`src/rtl/audio_pwm_dac.sv`:
```
// ============================================================================
// audio_pwm_dac : sample FIFO feeding a 1-bit PWM (or sigma-delta) audio DAC.
// Optional macro AUDIO_SIGMA_DELTA_EN swaps the PWM compare for a 1st-order
// sigma-delta modulator.  Rev 1.0
// ============================================================================
`default_nettype none

module audio_pwm_dac #(
    parameter int PWM_BITS   = 8,
    parameter int REPEAT     = 4,
    parameter int FIFO_DEPTH = 4
) (
    input  logic                          CLK,
    input  logic                          RST,
    input  logic                          enable,
    input  logic [15:0]                   in_data,
    input  logic                          in_valid,
    output logic                          in_ready,
    output logic                          pwm_out,
    output logic [$clog2(FIFO_DEPTH):0]   fifo_level,
    output logic                          underrun
);

    localparam int AW = $clog2(FIFO_DEPTH);
    localparam int RW = (REPEAT > 1) ? $clog2(REPEAT) : 1;
    localparam logic [PWM_BITS-1:0] CNT_MAX  = '1;
    localparam logic [RW-1:0]       REP_MAX  = RW'(REPEAT - 1);
    localparam logic [AW:0]         LVL_FULL = (AW + 1)'(FIFO_DEPTH);
    localparam logic [PWM_BITS-1:0] MIDSCALE = {1'b1, {(PWM_BITS - 1){1'b0}}};

    logic [PWM_BITS-1:0] mem_q [FIFO_DEPTH];
    logic [AW-1:0]       wr_ptr_q, wr_ptr_d, rd_ptr_q, rd_ptr_d;
    logic [AW:0]         level_q, level_d;
    logic [PWM_BITS-1:0] pwm_cnt_q, pwm_cnt_d;
    logic [RW-1:0]       rep_cnt_q, rep_cnt_d;
    logic [PWM_BITS-1:0] duty_q, duty_d;
    logic                underrun_q, underrun_d;

    logic                w_full, w_empty, w_push, w_load, w_pop;
    logic [15:0]         w_offset;
    logic [PWM_BITS-1:0] w_in_duty;
    logic                w_unused_lsbs;

    assign w_full  = (level_q == LVL_FULL);
    assign w_empty = (level_q == '0);
    assign w_push  = in_valid && !w_full;
    assign w_load  = enable && (pwm_cnt_q == CNT_MAX) && (rep_cnt_q == REP_MAX);
    // Pop decision uses pre-push occupancy, so a push landing on an empty
    // FIFO at the load point still counts as an underrun and stays queued.
    assign w_pop   = w_load && !w_empty;

    assign w_offset      = {~in_data[15], in_data[14:0]};
    assign w_in_duty     = w_offset[15 -: PWM_BITS];
    assign w_unused_lsbs = &{1'b0, in_data};

    always_comb begin
        wr_ptr_d   = w_push ? wr_ptr_q + AW'(1) : wr_ptr_q;
        rd_ptr_d   = w_pop  ? rd_ptr_q + AW'(1) : rd_ptr_q;
        level_d    = level_q;
        case ({w_push, w_pop})
            2'b10:   level_d = level_q + (AW + 1)'(1);
            2'b01:   level_d = level_q - (AW + 1)'(1);
            default: level_d = level_q;
        endcase
        pwm_cnt_d  = enable ? pwm_cnt_q + PWM_BITS'(1) : '0;
        rep_cnt_d  = rep_cnt_q;
        if (!enable)
            rep_cnt_d = '0;
        else if (pwm_cnt_q == CNT_MAX)
            rep_cnt_d = (rep_cnt_q == REP_MAX) ? '0 : rep_cnt_q + RW'(1);
        duty_d     = w_pop ? mem_q[rd_ptr_q] : duty_q;
        underrun_d = underrun_q | (w_load && w_empty);
    end

    always_ff @(posedge CLK) begin
        if (RST) begin
            wr_ptr_q   <= '0;
            rd_ptr_q   <= '0;
            level_q    <= '0;
            pwm_cnt_q  <= '0;
            rep_cnt_q  <= '0;
            duty_q     <= MIDSCALE;
            underrun_q <= 1'b0;
        end else begin
            wr_ptr_q   <= wr_ptr_d;
            rd_ptr_q   <= rd_ptr_d;
            level_q    <= level_d;
            pwm_cnt_q  <= pwm_cnt_d;
            rep_cnt_q  <= rep_cnt_d;
            duty_q     <= duty_d;
            underrun_q <= underrun_d;
        end
    end

    always_ff @(posedge CLK) begin
        if (!RST && w_push)
            mem_q[wr_ptr_q] <= w_in_duty;
    end

`ifdef AUDIO_SIGMA_DELTA_EN
    // The accumulator MSB is the registered carry, so it drives the pin directly.
    logic [PWM_BITS:0] acc_q, acc_d;

    always_comb begin
        acc_d = enable ? ({1'b0, acc_q[PWM_BITS-1:0]} + {1'b0, duty_q}) : '0;
    end

    always_ff @(posedge CLK) begin
        if (RST)
            acc_q <= '0;
        else
            acc_q <= acc_d;
    end

    assign pwm_out = acc_q[PWM_BITS];
`else
    logic pwm_q, pwm_d;

    always_comb begin
        pwm_d = enable && (pwm_cnt_q < duty_q);
    end

    always_ff @(posedge CLK) begin
        if (RST)
            pwm_q <= 1'b0;
        else
            pwm_q <= pwm_d;
    end

    assign pwm_out = pwm_q;
`endif

    assign in_ready   = !w_full;
    assign fifo_level = level_q;
    assign underrun   = underrun_q;

endmodule

`default_nettype wire
```
`config.mk`:
```
export PLATFORM = sky130hd
export DESIGN_NAME = audio_pwm_dac
export DESIGN_NICKNAME = d
export VERILOG_FILES = /design/src/rtl/audio_pwm_dac.sv
export SDC_FILE = /design/constraint.sdc
export NUM_CORES = 1
export LEC_CHECK = 0
export BUFFER_PORTS_ARGS = -buffer_cell sky130_fd_sc_hd__buf_2
export CAP_MARGIN = 20
export CORE_MARGIN = 1.5
export CORE_UTILIZATION = 61
export CTS_BUF_LIST = sky130_fd_sc_hd__clkbuf_2
export CTS_CLUSTER_DIAMETER = 60
export DETAILED_ROUTE_END_ITERATION = 10
export PLACE_DENSITY = 0.82
export SYNTH_ARGS = -nofsm -noshare
export SYNTH_HDL_FRONTEND = slang
export SYNTH_SLANG_ARGS = --single-unit
export TNS_END_PERCENT = 5
```
`constraint.sdc`:
```
create_clock -name CLK -period 2.87 [get_ports CLK]
set_input_delay 0.287 -clock CLK [delete_from_list [all_inputs] [get_ports CLK]]
set_output_delay 0.287 -clock CLK [all_outputs]
set_load 0.05 [all_outputs]
```
==> results.yml <==
outcome:
  status: "completed"
clock_network:
  cts_root_buffer: "clkbuf_2"
  cts-htree-levels: 3
  cts_resized: 0
  clkTransAtPathRegs_ps: 170
  cts_tree: "built"
  cts_buffer_depth: 2
  cts_sinks: 59
  cts_made_buffers: 9
  clock_latency_ps: 470
cells_and_area:
  ff_latch_area_um2: 1501
  final_cell_mix: "edfxtp_1, dfxtp_1, a21oi_1"
  drive_above_1_share: 0.1855
  utilization: 0.7200
  instances_no_fill: 298
  fillers: 278
  final_nets: 278
  final_common_cell: "edfxtp_1"
  multi_input_area_um2: 1013
  diodes: 0
  syn2layout_area_growth_pct: 11.51
die:
  die_h_um: 68.54
  core_um2: 4058
  die_x_um: 68.54
  start_util: 0.6457
  num_rows: 23
  die_area_um2: 4697
  pin_count: 26
sta:
  finalCritPeriodShare: 0.8166
  setup-tns-final_ps: 0
  skew_ps: 23.52
  fmax_mhz: 426.7
  worst_pin_slew_ps: 611.8
  timing.slew.headroom: 0.5916
  period_needed_ps: 2344
  setup_viol: 0
  hold_violations: 0
  drv_slew: 0
  rsz0062_at_grt: "false"
  hold-worst-slack_ps: 114.4
worst_setup_path:
  startpoint_type: "flop"
  cp_max_fo: 5
  critPathKind: "flop to flop"
  end_kind: "flop"
  r2r_slack_ps: 530
  cp_data_arrival_time_ps: 2750
  worstPathRequired_ps: 3280
drt:
  drt_wl_total_um: 4737
  drc: 0
  drt_first_pass_iters: 4
  drtAntennaViolNets: 0
  viasPerCell: 5.883
  drt_iter0_drc: 100
  wl_per_cell_um: 15.90
  vias: 1753
yosys:
  yosys_warnings: 0
  yosysUniqueCellTypes: 39
  ys.flop_type: "edfxtp_1"
  yosysSeqAreaShare: 0.5731
  syn_area_um2: 2620
  synthCells: 215
  synth_fp_nets: 250
  synth_edf_count: 32
  async_reset_ff_frac: 0
  synth-seq-cells: 59
  avgSynthCellArea_um2: 12.19
min_path:
  holdCritPathClass: "input pin to flop"
global_route:
  grt_pass1_vias: 1669
  antenna_found_initial: 0
  grt_max_degree: 21
  grt_pass1_wl_um: 7817
  grt.total_usage: 0.2378
  grt_overflow: 0
flow_run:
  drv_cap: 0
power:
  p_total_mw: 1.501
  powerDensity_nw_per_um2: 513.6
  ir_worst_vdd_mv: 0.4730
  cellLeakagePower_nw: 1.038
place:
  dp_hpwl_um: 3152
  place_inst: 275
  gp_congestion: 0.7461
  port_buffers: 17
## registers in the layout, summed over array words and instances, names as in the netlist
signal / flops
underrun: 1
pwm_cnt_q: 8
rd_ptr_q: 2
rep_cnt_q: 2
mem_q: 32
pwm_out: 1
fifo_level: 3
duty_q: 8
wr_ptr_q: 2
## repair_timing
item                                   CTS  global route
hold buffers                             5             2
endpoints found under the hold margin   19             5
buffers inserted                         0             0
## layer usage
metal / wire, um / share of wire / vias to the layer above / GRT usage
met2: 2445 / 0.52 / 28 / 0.3978
met5: 0 / 0 / - / 0
met3: 127 / 0.027 / 7 / 0.06656
met4: 74 / 0.016 / 0 / 0.1225
li1: - / - / 870 / -
met1: 2089 / 0.44 / 848 / 0.2788
## per-stage QoR
step | cell area [um2] | setup slack [ps]
6_report | 2922 | 526.2
3_3_place_gp | 2745 | 612.0
3_5_place_dp | 2745 | 566.7
4_1_cts | 2902 | 518.1
5_1_grt | 2922 | 311.3
2_1_floorplan | 2620 | 314.9
## cell type report
type,instances,share of cell area
clock buffers,10,0.01713
clock inverters,6,0.01927
inverters,16,0.02056
multi-input cells,130,0.3469
flip-flops and latches,59,0.5139
well taps,50,0.02141
repair buffers,27,0.06081
## path summary, 6_finish.rpt
kind                                    from       endpoint  cells past startpoint
worst max-delay path            pwm_cnt_q[0]  fifo_level[2]                      9
worst min register to register     duty_q[4]      duty_q[4]                      2
worst min-delay path             in_data[15]    mem_q[1][7]                      2
worst max register to register  pwm_cnt_q[0]  fifo_level[2]                      9
## cells by family after synthesis
logic type	Yosys count	share of synthesized area
AO/OA/AOI/OAI	44	0.09934
XOR/XNOR	4	0.01337
adder cells (fa/ha/maj)	15	0.07450
buffers and inverters	26	0.04011
flip-flops	59	0.5731
multiplexers	9	0.07306
AND/OR/NAND/NOR	58	0.1266
## Yosys cell counts, types with 2 or more instances
library cell   n  area share
a21oi_1       19       0.036
and2_1         6       0.014
buf_2          3      0.0057
clkbuf_1       6      0.0086
dfxtp_1       27        0.21
edfxtp_1      32        0.37
ha_1          14       0.067
inv_1         15       0.021
mux4_2         8       0.069
nand2_1        7       0.010
nand3_1        6       0.011
nand4_1        9       0.021
nor2_1        10       0.014
nor2b_1        2      0.0048
nor3_1         4      0.0076
nor4_1         2      0.0048
o21ai_0        5      0.0095
o21ai_1        6       0.011
o31ai_1        8       0.023
or3_1          4      0.0095
or4_1          2      0.0057
xor2_1         3       0.010
## worst max-delay path, cell delays in order, from the launching register on
cell and delay, ps:
dfxtp_1 450, ha_1 270, nand3_4 90, nor3_1 220
ha_1 210, inv_1 60, fa_1 370, xor2_1 160
or3_1 310, a21oi_1 140
## power by group
group / total [mW] / leakage [nW] / switching [mW] / internal [mW]
Combinational: 0.0855 / 0.459 / 0.0535 / 0.0320
Sequential: 0.921 / 0.509 / 0.0133 / 0.908
Clock: 0.494 / 0.0691 / 0.296 / 0.198
Total: 1.50 / 1.04 / 0.363 / 1.14
Power figures use the tool's default switching activity.
